[src/rtl/multicycle_control_unit.sv]
// multicycle_control_unit
//   Sequenced MIPS control unit. Each instruction walks FETCH -> DECODE ->
//   EXEC -> MEM -> WB (skipping states it does not need), waiting on the
//   instruction/data memory ready handshakes. Adds an illegal-instruction
//   trap (or NOP), a memory timeout trap and a retired-instruction counter.
//
// Ports
//   clk, rst            clock, synchronous active-high reset
//   op, func            IR[31:26], IR[5:0] (valid from DECODE onward)
//   z                   ALU zero flag, used by beq/bne in EXEC
//   imem_ready          instruction memory has data
//   dmem_ready          data access complete
//   imem_req, dmem_req  memory requests
//   pc_we, ir_we        PC / IR write enables
//   wreg .. wmem        datapath control bits
//   aluc                ALU operation
//   pcsrc               00 PC+4, 01 branch, 10 jr, 11 jump
//   illegal, bus_err    sticky trap causes
//   instret             retired-instruction count
//   state               FETCH=0 DECODE=1 EXEC=2 MEM=3 WB=4 TRAP=7

module multicycle_control_unit #(
  parameter int MEM_TIMEOUT = 16,
  parameter int CNT_W       = 32,
  parameter bit ILLEGAL_NOP = 1'b0
) (
  input  logic             clk,
  input  logic             rst,
  input  logic [5:0]       op,
  input  logic [5:0]       func,
  input  logic             z,
  input  logic             imem_ready,
  input  logic             dmem_ready,
  output logic             imem_req,
  output logic             dmem_req,
  output logic             pc_we,
  output logic             ir_we,
  output logic             wreg,
  output logic             regrt,
  output logic             jal,
  output logic             m2reg,
  output logic             shift,
  output logic             aluimm,
  output logic             sext,
  output logic             wmem,
  output logic [3:0]       aluc,
  output logic [1:0]       pcsrc,
  output logic             illegal,
  output logic             bus_err,
  output logic [CNT_W-1:0] instret,
  output logic [2:0]       state
);

  typedef enum logic [2:0] {
    FETCH  = 3'd0,
    DECODE = 3'd1,
    EXEC   = 3'd2,
    MEM    = 3'd3,
    WB     = 3'd4,
    TRAP   = 3'd7
  } state_t;

  // Wide enough to hold MEM_TIMEOUT; WAIT_LAST is the count at which a
  // further cycle without ready exhausts the budget.
  localparam int             WW        = $clog2(MEM_TIMEOUT + 2);
  localparam logic [WW-1:0]  WAIT_LAST = WW'((MEM_TIMEOUT > 0) ? MEM_TIMEOUT - 1 : 0);

  state_t           cur_state, nxt_state;
  logic [WW-1:0]    wait_cnt;
  logic [CNT_W-1:0] cnt;
  logic             illegal_q, bus_err_q;

  logic       dec_valid, is_j, is_jal, is_jr, is_beq, is_bne, is_lw, is_sw;
  logic [3:0] f_aluc;
  logic       f_sext, f_regrt, f_aluimm, f_shift;
  logic       retire, set_illegal, set_bus_err, req_wait, wait_exp;

  // Instruction decoder: purely a function of the IR fields.
  always_comb begin
    dec_valid = 1'b0;
    is_j      = 1'b0;
    is_jal    = 1'b0;
    is_jr     = 1'b0;
    is_beq    = 1'b0;
    is_bne    = 1'b0;
    is_lw     = 1'b0;
    is_sw     = 1'b0;
    f_aluc    = 4'b0000;
    f_sext    = 1'b0;
    f_regrt   = 1'b0;
    f_aluimm  = 1'b0;
    f_shift   = 1'b0;
    if (op == 6'b000000) begin
      dec_valid = 1'b1;
      case (func)
        6'b100000: f_aluc = 4'b0000;
        6'b100010: f_aluc = 4'b0100;
        6'b100100: f_aluc = 4'b0001;
        6'b100101: f_aluc = 4'b0101;
        6'b100110: f_aluc = 4'b0010;
        6'b000000: begin f_aluc = 4'b0011; f_shift = 1'b1; end
        6'b000010: begin f_aluc = 4'b0111; f_shift = 1'b1; end
        6'b000011: begin f_aluc = 4'b1111; f_shift = 1'b1; end
        6'b001000: is_jr = 1'b1;
        default:   dec_valid = 1'b0;
      endcase
    end else begin
      dec_valid = 1'b1;
      case (op)
        6'b001000: begin f_sext = 1'b1; f_regrt = 1'b1; f_aluimm = 1'b1; end
        6'b001100: begin f_aluc = 4'b0001; f_regrt = 1'b1; f_aluimm = 1'b1; end
        6'b001101: begin f_aluc = 4'b0101; f_regrt = 1'b1; f_aluimm = 1'b1; end
        6'b001110: begin
          f_aluc = 4'b0010; f_sext = 1'b1; f_regrt = 1'b1; f_aluimm = 1'b1;
        end
        6'b001111: begin f_aluc = 4'b0110; f_regrt = 1'b1; f_aluimm = 1'b1; end
        6'b100011: begin
          is_lw = 1'b1; f_sext = 1'b1; f_regrt = 1'b1; f_aluimm = 1'b1;
        end
        // sw still needs the sign-extended offset on the ALU B input to
        // form its address, but writes no register so regrt stays 0.
        6'b101011: begin is_sw = 1'b1; f_sext = 1'b1; f_aluimm = 1'b1; end
        6'b000100: begin is_beq = 1'b1; f_aluc = 4'b0010; f_sext = 1'b1; end
        6'b000101: begin is_bne = 1'b1; f_aluc = 4'b0010; f_sext = 1'b1; end
        6'b000010: is_j = 1'b1;
        6'b000011: is_jal = 1'b1;
        default:   dec_valid = 1'b0;
      endcase
    end
  end

  // The wait counter only matters while a request is outstanding; reaching
  // WAIT_LAST with ready still low means this waiting cycle is the last one.
  assign wait_exp = (MEM_TIMEOUT != 0) && (wait_cnt == WAIT_LAST);

  // State register, wait counter, retire counter and sticky trap flags.
  always_ff @(posedge clk) begin
    if (rst) begin
      cur_state <= FETCH;
      wait_cnt  <= '0;
      cnt       <= '0;
      illegal_q <= 1'b0;
      bus_err_q <= 1'b0;
    end else begin
      cur_state <= nxt_state;
      if (nxt_state != cur_state)
        wait_cnt <= '0;
      else if (req_wait)
        wait_cnt <= wait_cnt + WW'(1);
      if (retire)
        cnt <= cnt + CNT_W'(1);
      if (set_illegal)
        illegal_q <= 1'b1;
      if (set_bus_err)
        bus_err_q <= 1'b1;
    end
  end

  // Next-state and output logic. Decoded fields are presented from DECODE
  // until the instruction leaves; enables only in the state that uses them.
  // Everything is forced low while rst is asserted so a reset mid-instruction
  // has no side effects in that cycle.
  always_comb begin
    nxt_state   = cur_state;
    retire      = 1'b0;
    set_illegal = 1'b0;
    set_bus_err = 1'b0;
    req_wait    = 1'b0;
    imem_req    = 1'b0;
    dmem_req    = 1'b0;
    pc_we       = 1'b0;
    ir_we       = 1'b0;
    wreg        = 1'b0;
    regrt       = 1'b0;
    jal         = 1'b0;
    m2reg       = 1'b0;
    shift       = 1'b0;
    aluimm      = 1'b0;
    sext        = 1'b0;
    wmem        = 1'b0;
    aluc        = 4'b0000;
    pcsrc       = 2'b00;

    if (cur_state == DECODE || cur_state == EXEC || cur_state == MEM || cur_state == WB) begin
      aluc   = f_aluc;
      sext   = f_sext;
      regrt  = f_regrt;
      aluimm = f_aluimm;
      shift  = f_shift;
      m2reg  = is_lw;
    end

    case (cur_state)
      FETCH: begin
        imem_req = 1'b1;
        if (imem_ready) begin
          pc_we     = 1'b1;
          ir_we     = 1'b1;
          nxt_state = DECODE;
        end else begin
          req_wait = 1'b1;
          if (wait_exp) begin
            nxt_state   = TRAP;
            set_bus_err = 1'b1;
          end
        end
      end
      DECODE: begin
        if (!dec_valid) begin
          if (ILLEGAL_NOP) begin
            nxt_state = FETCH;
            retire    = 1'b1;
          end else begin
            nxt_state   = TRAP;
            set_illegal = 1'b1;
          end
        end else if (is_j || is_jal) begin
          pc_we     = 1'b1;
          pcsrc     = 2'b11;
          wreg      = is_jal;
          jal       = is_jal;
          nxt_state = FETCH;
          retire    = 1'b1;
        end else if (is_jr) begin
          pc_we     = 1'b1;
          pcsrc     = 2'b10;
          nxt_state = FETCH;
          retire    = 1'b1;
        end else begin
          nxt_state = EXEC;
        end
      end
      EXEC: begin
        if (is_beq || is_bne) begin
          pc_we     = is_beq ? z : !z;
          pcsrc     = (is_beq ? z : !z) ? 2'b01 : 2'b00;
          nxt_state = FETCH;
          retire    = 1'b1;
        end else if (is_lw || is_sw) begin
          nxt_state = MEM;
        end else begin
          nxt_state = WB;
        end
      end
      MEM: begin
        dmem_req = 1'b1;
        wmem     = is_sw;
        if (dmem_ready) begin
          if (is_sw) begin
            nxt_state = FETCH;
            retire    = 1'b1;
          end else begin
            nxt_state = WB;
          end
        end else begin
          req_wait = 1'b1;
          if (wait_exp) begin
            nxt_state   = TRAP;
            set_bus_err = 1'b1;
          end
        end
      end
      WB: begin
        wreg      = 1'b1;
        nxt_state = FETCH;
        retire    = 1'b1;
      end
      TRAP:    nxt_state = TRAP;
      default: nxt_state = FETCH;
    endcase

    if (rst) begin
      imem_req = 1'b0;
      dmem_req = 1'b0;
      pc_we    = 1'b0;
      ir_we    = 1'b0;
      wreg     = 1'b0;
      regrt    = 1'b0;
      jal      = 1'b0;
      m2reg    = 1'b0;
      shift    = 1'b0;
      aluimm   = 1'b0;
      sext     = 1'b0;
      wmem     = 1'b0;
      aluc     = 4'b0000;
      pcsrc    = 2'b00;
    end
  end

  assign state   = rst ? 3'd0 : cur_state;
  assign instret = rst ? '0 : cnt;
  assign illegal = !rst && illegal_q;
  assign bus_err = !rst && bus_err_q;

endmodule

[config.mk]
export PLATFORM = sky130hd
export DESIGN_NAME = multicycle_control_unit
export DESIGN_NICKNAME = d
export VERILOG_FILES = /design/src/rtl/multicycle_control_unit.sv
export SDC_FILE = /design/constraint.sdc
export NUM_CORES = 1
export LEC_CHECK = 0
export BUFFER_PORTS_ARGS = -buffer_cell sky130_fd_sc_hd__buf_2
export CAP_MARGIN = 10
export CORE_MARGIN = 2
export CORE_UTILIZATION = 45
export CTS_CLUSTER_SIZE = 8
export DETAILED_ROUTE_END_ITERATION = 8
export PLACE_DENSITY = 0.76
export REMOVE_ABC_BUFFERS = 1
export SLEW_MARGIN = 20
export SYNTH_ARGS = -nofsm -noshare
export SYNTH_HDL_FRONTEND = slang
export SYNTH_SLANG_ARGS = --single-unit
[constraint.sdc]
create_clock -name clk -period 2.3 [get_ports clk]
set_clock_uncertainty 0.15 [all_clocks]
set_input_delay 0.345 -clock clk [delete_from_list [all_inputs] [get_ports clk]]
set_output_delay 0.345 -clock clk [all_outputs]
set_load 0.005 [all_outputs]
==> key figures, run 1 <==
Synthesis
  • Sequential share of the synthesized area: 28.7%
  • Mapped Area: 2930 µm²
  • Most used flip-flop cell after synthesis: dfxtp_1
  • Cell variety after synth: 59
  • Ys Warns: 0
  • Post-synthesis cell count: 384
  • Synthesis-stage register bit count: 42
  • Share of flip-flops with an asynchronous set or reset: 0%
  • Syn Area/Cell: 7.62 µm²
  • Post-synth EDFFs: 0

Final layout
  • Nets: 494
  • Commonest non-fill, non-tap cell in the layout: buf_2
  • Diode count: 0
  • Finished Layout Cells: 551
  • Share of layout cells above drive strength 1: 30.8%
  • FILL cells: 612
  • Most frequent cells in the layout: buf_2, nor2_1, nor2b_1, dfxtp_1, buf_4
  • Layout area overhead: 28.0%

STA
  • Post-layout min period: 2250 ps
  • Max Clk Rate: 0.445 GHz
  • Final hold viol count: 0
  • Crit share post-route: 97.7%
  • Unrepaired setup endpoints after global routing: true
  • Pins Over Slew Limit: 0
  • Slew Limit Headroom: 73.6%
  • # setup viols final: 0
  • Tightest Pin Transition: 394 ps

Die
  • Ports: 72
  • Die area: 7160 µm²
  • Die width: 84.6 µm
  • DIE HEIGHT: 84.6 µm
  • Initial cell density of the core: 46.3%
  • Num rows: 29
  • Core ar.: 6310 µm²

Power
  • Leakage: 0.00157 µW
  • Switching share of power: 29.0%
  • Clock network fraction of total power: 33.0%
  • PD cells: 483 nW/µm²
  • Gate power share: 23.6%
  • Reg power frac: 43.3%
  • P_sw: 524 µW
  • Maximum VDD drop: 0.000308 V
  • Internal power: 1280 µW
  • Tot Pwr: 1810 µW

Global routing
  • GRT Total Usage: 20.9%
  • Vias in the first global route: 2792
  • Global-route wire length before repair: 12400 µm
  • Total congestion overflow: 0
  • Initial antenna violation count: 0
  • Largest net degree at the start of global routing: 78

Setup path
  • Crit start category: flip-flop
  • WP data required: 2360 ps
  • Worst-path cell chain: ha_1 -> and3_1 -> ha_1 -> a32o_1 -> o31ai_2 -> o311ai_1 -> buf_4 -> a211oi_1
  • Worst Path Arrival: 2310 ps
  • R2r worst-path depth: 8
  • Critical path class: flip-flop to flip-flop
  • Worst Setup End Kind: flip-flop
  • Reg2reg start: wait_cnt[0]
  • Reg2Reg Setup Slack: 50 ps
  • CP Max Fanout: 5
  • Largest stage delay, worst path: 340 ps
  • Most Frequent Cell on Critical Path: ha_1
  • Largest delay contributor family on the critical path: compound AO/OA/AOI/OAI gates
  • Slowest stage cell on the critical path: dfxtp_1
  • R2r endpoint: wait_cnt[4]
  • CP bufs+invs: 1

Placement
  • Post-DP HPWL: 5700 µm
  • Gpl congestion: 0.852
  • Placed insts: 543
  • IO buf count: 71

Route
  • Final wirelength: 7710 µm
  • DR iter-0 viols: 207
  • First-pass DRT Iterations: 4
  • Via-to-Cell Ratio: 5.64
  • WL per Instance: 14.0 µm
  • Via count: 3110
  • DRC viols: 0
  • Post-route ant nets: 0

Clock network
  • Clk sinks: 42
  • Clock-pin slew on the worst setup and hold paths: 80 ps
  • Clock H-tree levels: 2
  • Total CTS buffers: 5
  • CTS Root Buffer Type: clkbuf_8
  • CTS tree: done
  • Worst-Skew Late Latency: 300 ps
  • Clk buf depth: 2
  • Hold buffers post-CTS: 0

Min path
  • Min-delay src: dmem_ready
  • Hold path cells: 3
  • WHS Endpoint: cur_state[2]
  • Worst Hold Class: primary input to flip-flop

Outcome
  • Outcome: finished, final reports clean

Job
  • Max cap viols: 0
## layer usage
layer  track usage, %  vias up  wire, µm
met4             5.92        0       116
met2             36.8      102      3880
met3             4.72       13       469
met5                0        -         0
met1             25.4     1444      3250
li1                 -     1551         -
## sequential cells by signal, indices dropped and copies added (netlist names)
signal / flops
cnt: 32
wait_cnt: 5
cur_state: 3
bus_err_q: 1
illegal_q: 1
## power by group through the flow
stage | combinational [µW] | sequential, µW | clock (µW)
after floorplan | 209 | 799 | 0
final | 427 | 783 | 597
after global routing | 470 | 788 | 644
after CTS | 409 | 781 | 612
after global placement | 394 | 792 | 0
after detailed placement | 401 | 794 | 0
## cell type report
type / instances / area [µm²] / area share, %
clock buffer: 6 / 82.6 / 2.21
multi-input combinational: 307 / 2000 / 53.4
clock inverter: 1 / 30.0 / 0.802
inverter: 10 / 37.5 / 1.00
sequential: 42 / 851 / 22.7
tap: 77 / 96.3 / 2.57
timing repair buffer: 108 / 646 / 17.2
## kinds of logic after synthesis
group / after synthesis / share of synthesized area, %
AOI/OAI and AO/OA: 80 / 19.4
xor gates and xnor gates: 25 / 7.49
adders and majority gates: 3 / 1.28
buffers and inverters: 35 / 5.00
DFF: 42 / 28.7
muxes: 5 / 1.88
and+or+nand+nor: 194 / 36.2
## metrics by stage
step | setup WS (ps) | hold slack, ps | TNS [ps] | area (µm²) | utilization [%]
floorplan | -119 | 264 | -220 | 2820 | -
global placement | 38.0 | 300 | 0 | 3550 | 56.2
detailed placement | -40.8 | 308 | -144 | 3550 | 56.2
CTS | 3.42 | 256 | 0 | 3690 | 58.4
global route | -28.1 | 299 | -36.9 | 3740 | 59.3
finish | 51.9 | 269 | 0 | 3740 | 59.3
## synthesized netlist by cell type (all sizes together) (5+ instances only)
| cell type | number | area share (%) |
|---|---|---|
| o2111ai | 8 | 2.4 |
| xor2 | 22 | 6.6 |
| a21oi | 19 | 3.3 |
| a211oi | 5 | 1.3 |
| nor2 | 56 | 7.4 |
| inv | 10 | 1.3 |
| o211ai | 9 | 2.3 |
| nor3 | 13 | 2.2 |
| nand3 | 12 | 2.2 |
| nor2b | 38 | 8.1 |
| or3 | 6 | 1.3 |
| o31ai | 7 | 2.3 |
| clkbuf | 15 | 1.9 |
| nand4 | 7 | 1.7 |
| o21ai | 14 | 2.9 |
| nand2 | 21 | 2.7 |
| and2 | 9 | 1.9 |
| nor3b | 8 | 2.2 |
| dfxtp | 42 | 29 |
| buf | 10 | 1.8 |
## worst max path at each step
stage            startpoint           to  cells past startpoint
2_1_floorplan         op[4]      cnt[28]                      6
3_3_place_gp          op[5]      cnt[12]                      8
3_5_place_dp          op[5]      cnt[12]                      8
4_1_cts        cur_state[2]        regrt                      5
5_1_grt         wait_cnt[0]  wait_cnt[4]                      8
6_report        wait_cnt[0]  wait_cnt[4]                      8
## worst reg2reg max path, cell delays in order (launching register included)
cell      delay, ps
dfxtp_1         340
ha_1            220
and3_1          180
ha_1            240
a32o_1          270
o31ai_2         240
o311ai_1        140
buf_4           170
a211oi_1        200
## repair_timing
| action | 4_1_cts | 5_1_grt |
|---|---|---|
| cloned | 0 | 0 |
| endpoints found under the hold margin | 0 | 0 |
| resized for setup | 7 | 14 |
| setup endpoints to repair | 9 | 18 |
| setup buffers | 0 | 1 |
| pin swaps | 0 | 2 |
Note: power is estimated with default switching activity, not from simulation.
==> run 2, diff against run 1 <==
--- a/config.mk
+++ b/config.mk
@@ -5,13 +5,14 @@
 export SDC_FILE = /design/constraint.sdc
 export NUM_CORES = 1
 export LEC_CHECK = 0
+export ABC_AREA = 1
 export BUFFER_PORTS_ARGS = -buffer_cell sky130_fd_sc_hd__buf_2
 export CAP_MARGIN = 10
 export CORE_MARGIN = 2
 export CORE_UTILIZATION = 45
 export CTS_CLUSTER_SIZE = 8
 export DETAILED_ROUTE_END_ITERATION = 8
-export PLACE_DENSITY = 0.76
+export PLACE_DENSITY = 0.75
 export REMOVE_ABC_BUFFERS = 1
 export SLEW_MARGIN = 20
 export SYNTH_ARGS = -nofsm -noshare
==> run 2 against run 1 <==
Synthesized cell count up 39%. Clock power down 0.7%. Hold slack better by 47 ps. Global-route usage up 0.94 points. Design area up 1.7%. Largest power group is now combinational cells. Via count up 13%. Maximum frequency down 0.48%. First-iteration DRC count down 18%. Die area up 7.9%. Critical path depth up 3.
==> key figures, run 2 <==
Outcome
  • Outcome: finished, final reports clean

Clock network
  • Clock H-tree levels: 2
  • Worst-Skew Late Latency: 300 ps
  • Total CTS buffers: 5
  • CTS Root Buffer Type: clkbuf_8
  • CTS tree: done
  • Clock-pin slew on the worst setup and hold paths: 70 ps
  • Clk buf depth: 2
  • Clk sinks: 42

STA
  • Total negative slack: 0 ps
  • Pins Over Slew Limit: 0
  • # setup viols final: 0
  • Unrepaired setup endpoints after global routing: true
  • Slew Limit Headroom: 66.6%
  • Crit share post-route: 98.2%
  • Tightest Pin Transition: 498 ps
  • Min Hold Slack: 316 ps
  • Post-layout min period: 2260 ps
  • Final hold viol count: 0
  • Max Clk Rate: 0.443 GHz

Synthesis
  • Top cells by count, synth: nor2_1, nand2_1, inv_1
  • Mapped Area: 3170 µm²
  • Synth top area cells: dfxtp_1, nor2_1, nand2_1, inv_1, nor3_1
  • Cell variety after synth: 40
  • Proportion of netlist area held by the largest area contributor: 26.5%
  • Syn Area/Cell: 5.95 µm²
  • Post-synthesis cell count: 532
  • Most used flip-flop cell after synthesis: dfxtp_1
  • Most common cell in the netlist: nor2_1
  • Sequential share of the synthesized area: 26.5%
  • Post-synth EDFFs: 0
  • Cell accounting for the most synthesized area: dfxtp_1
  • Share of flip-flops with an asynchronous set or reset: 0%
  • Ys Warns: 0
  • Synthesis-stage register bit count: 42

Setup path
  • R2r worst-path depth: 7
  • Crit start category: flip-flop
  • Worst Setup End Kind: output port
  • Reg2reg start: cnt[4]
  • Worst Path Arrival: 1760 ps
  • Critical path class: flip-flop to output port
  • R2r endpoint: cnt[23]
  • Reg2Reg Setup Slack: 230 ps
  • WP data required: 1800 ps
  • CP Max Fanout: 5
  • Largest stage delay, worst path: 410 ps
  • CP Launch Point: cur_state[1]
  • Slowest stage cell on the critical path: dfxtp_4
  • Setup crit end: aluc[2]
  • Most Frequent Cell on Critical Path: inv_2
  • Worst-path cell chain: inv_4 -> nor3_4 -> inv_2 -> nand3_1 -> nand2_2 -> nor2_4 -> inv_2 -> nor2_2 -> o21ai_2 -> o31ai_2 -> buf_2

Final layout
  • Most frequent cells in the layout: nand2_1, nor2_1, buf_2
  • Layout area overhead: 20.2%
  • FILL cells: 709
  • Nets: 624
  • Share of layout cells above drive strength 1: 22.5%
  • Max reg flops: 32
  • Diode count: 0
  • Multi-input gate area: 2000 µm²
  • Register area: 847 µm²
  • Finished Layout Cells: 701
  • Final Util: 56.1%
  • Largest registers: cnt: 32 flops, wait_cnt: 5 flops, cur_state: 3 flops
  • Reg with most FFs: cnt

Die
  • Ports: 72
  • Num rows: 30
  • Initial cell density of the core: 46.6%
  • DIE HEIGHT: 87.9 µm
  • Die width: 87.9 µm
  • Core ar.: 6790 µm²
  • Die area: 7730 µm²

Min path
  • Worst Hold Class: flip-flop to flip-flop
  • Hold path cells: 2

Global routing
  • Total congestion overflow: 0
  • Vias in the first global route: 3197
  • Initial antenna violation count: 0
  • GRT Total Usage: 21.8%
  • Largest net degree at the start of global routing: 72
  • Global-route wire length before repair: 13800 µm

Power
  • PD cells: 618 nW/µm²
  • Tot Pwr: 2350 µW
  • Leakage: 0.00168 µW
  • Maximum VDD drop: 0.000337 V

Route
  • First-pass DRT Iterations: 4
  • Via count: 3526
  • DRC viols: 0
  • DR iter-0 viols: 169
  • Via-to-Cell Ratio: 5.03
  • Post-route ant nets: 0
  • Final wirelength: 8200 µm
  • WL per Instance: 11.7 µm

Placement
  • Gpl congestion: 0.918
  • Placed insts: 691
  • IO buf count: 71
  • Post-DP HPWL: 6330 µm

Job
  • Max cap viols: 0
==> run 2: changes by cell type after synthesis, sizes merged, moves of 10 or more <==
cell	before	now
inv	10	81
nor2b	38	0
nor3	13	38
xor2	22	9
nand3	12	27
nand4	7	17
nand2	21	112
a21oi	19	33
nor2	56	111
==> run 2: cell type report <==
cell class / instances / share of cell area, %
Clock inverter: 2 / 0.986
Multi-Input combinational cell: 395 / 52.4
Inverter: 81 / 8.05
Timing Repair Buffer: 79 / 11.2
Sequential cell: 42 / 22.2
Clock buffer: 6 / 1.91
Tap cell: 96 / 3.15
==> run 2: cell families after synthesis <==
logic type      share of synthesized area [%]
simple gates                             45.8
flops                                    26.5
mux                                     0.316
buf+inv                                  11.9
xor+xnor                                 3.04
fa+ha+maj                                1.18
compound gates                           11.2
==> run 2: where the power goes <==
part | internal (µW) | switching [µW] | total [µW]
clock network | 324 | 269 | 593
registers | 790 | 85.6 | 876
logic | 293 | 592 | 885
==> run 2: worst min path at each step <==
stage / end / from / slack [ps]
6_report: illegal_q / illegal_q / 320
5_1_grt: cnt[31] / cnt[31] / 330
4_1_cts: illegal_q / illegal_q / 320
3_5_place_dp: illegal_q / illegal_q / 310
3_3_place_gp: illegal_q / illegal_q / 300
2_1_floorplan: cnt[26] / rst / 260
==> run 2: timing repair <==
action | 4_1_cts | 5_1_grt
endpoints found under the hold margin | 0 | 0
endpoints found under the setup margin | 1 | 8
pin swaps | 0 | 4
hold buffers | 0 | 0
resized for setup | 5 | 14
buffers inserted | 0 | 2
==> run 2: worst max-delay path, delay by kind of cell, from the launching register on <==
family / cells / cell delay (ps)
simple gates: 5 / 630
buf+inv: 4 / 320
flops: 1 / 410
compound gates: 2 / 110
==> run 2: routing by layer <==
metal | part of all wire [%] | track usage [%] | routed length [µm] | vias up
met5 | 0 | 0 | 0 | -
met4 | 0.93 | 5.03 | 76 | 0
met3 | 3.9 | 3.20 | 318 | 6
met2 | 47 | 35.6 | 3830 | 69
met1 | 49 | 30.4 | 3980 | 1592
li1 | - | - | - | 1859
==> run 2: per-stage QoR <==
stage | instance area (µm²) | setup WS (ps)
2_1_floorplan | 3090 | 457
3_3_place_gp | 3630 | 187
3_5_place_dp | 3630 | 155
4_1_cts | 3750 | 18.0
5_1_grt | 3810 | -88.3
6_report | 3810 | 41.1
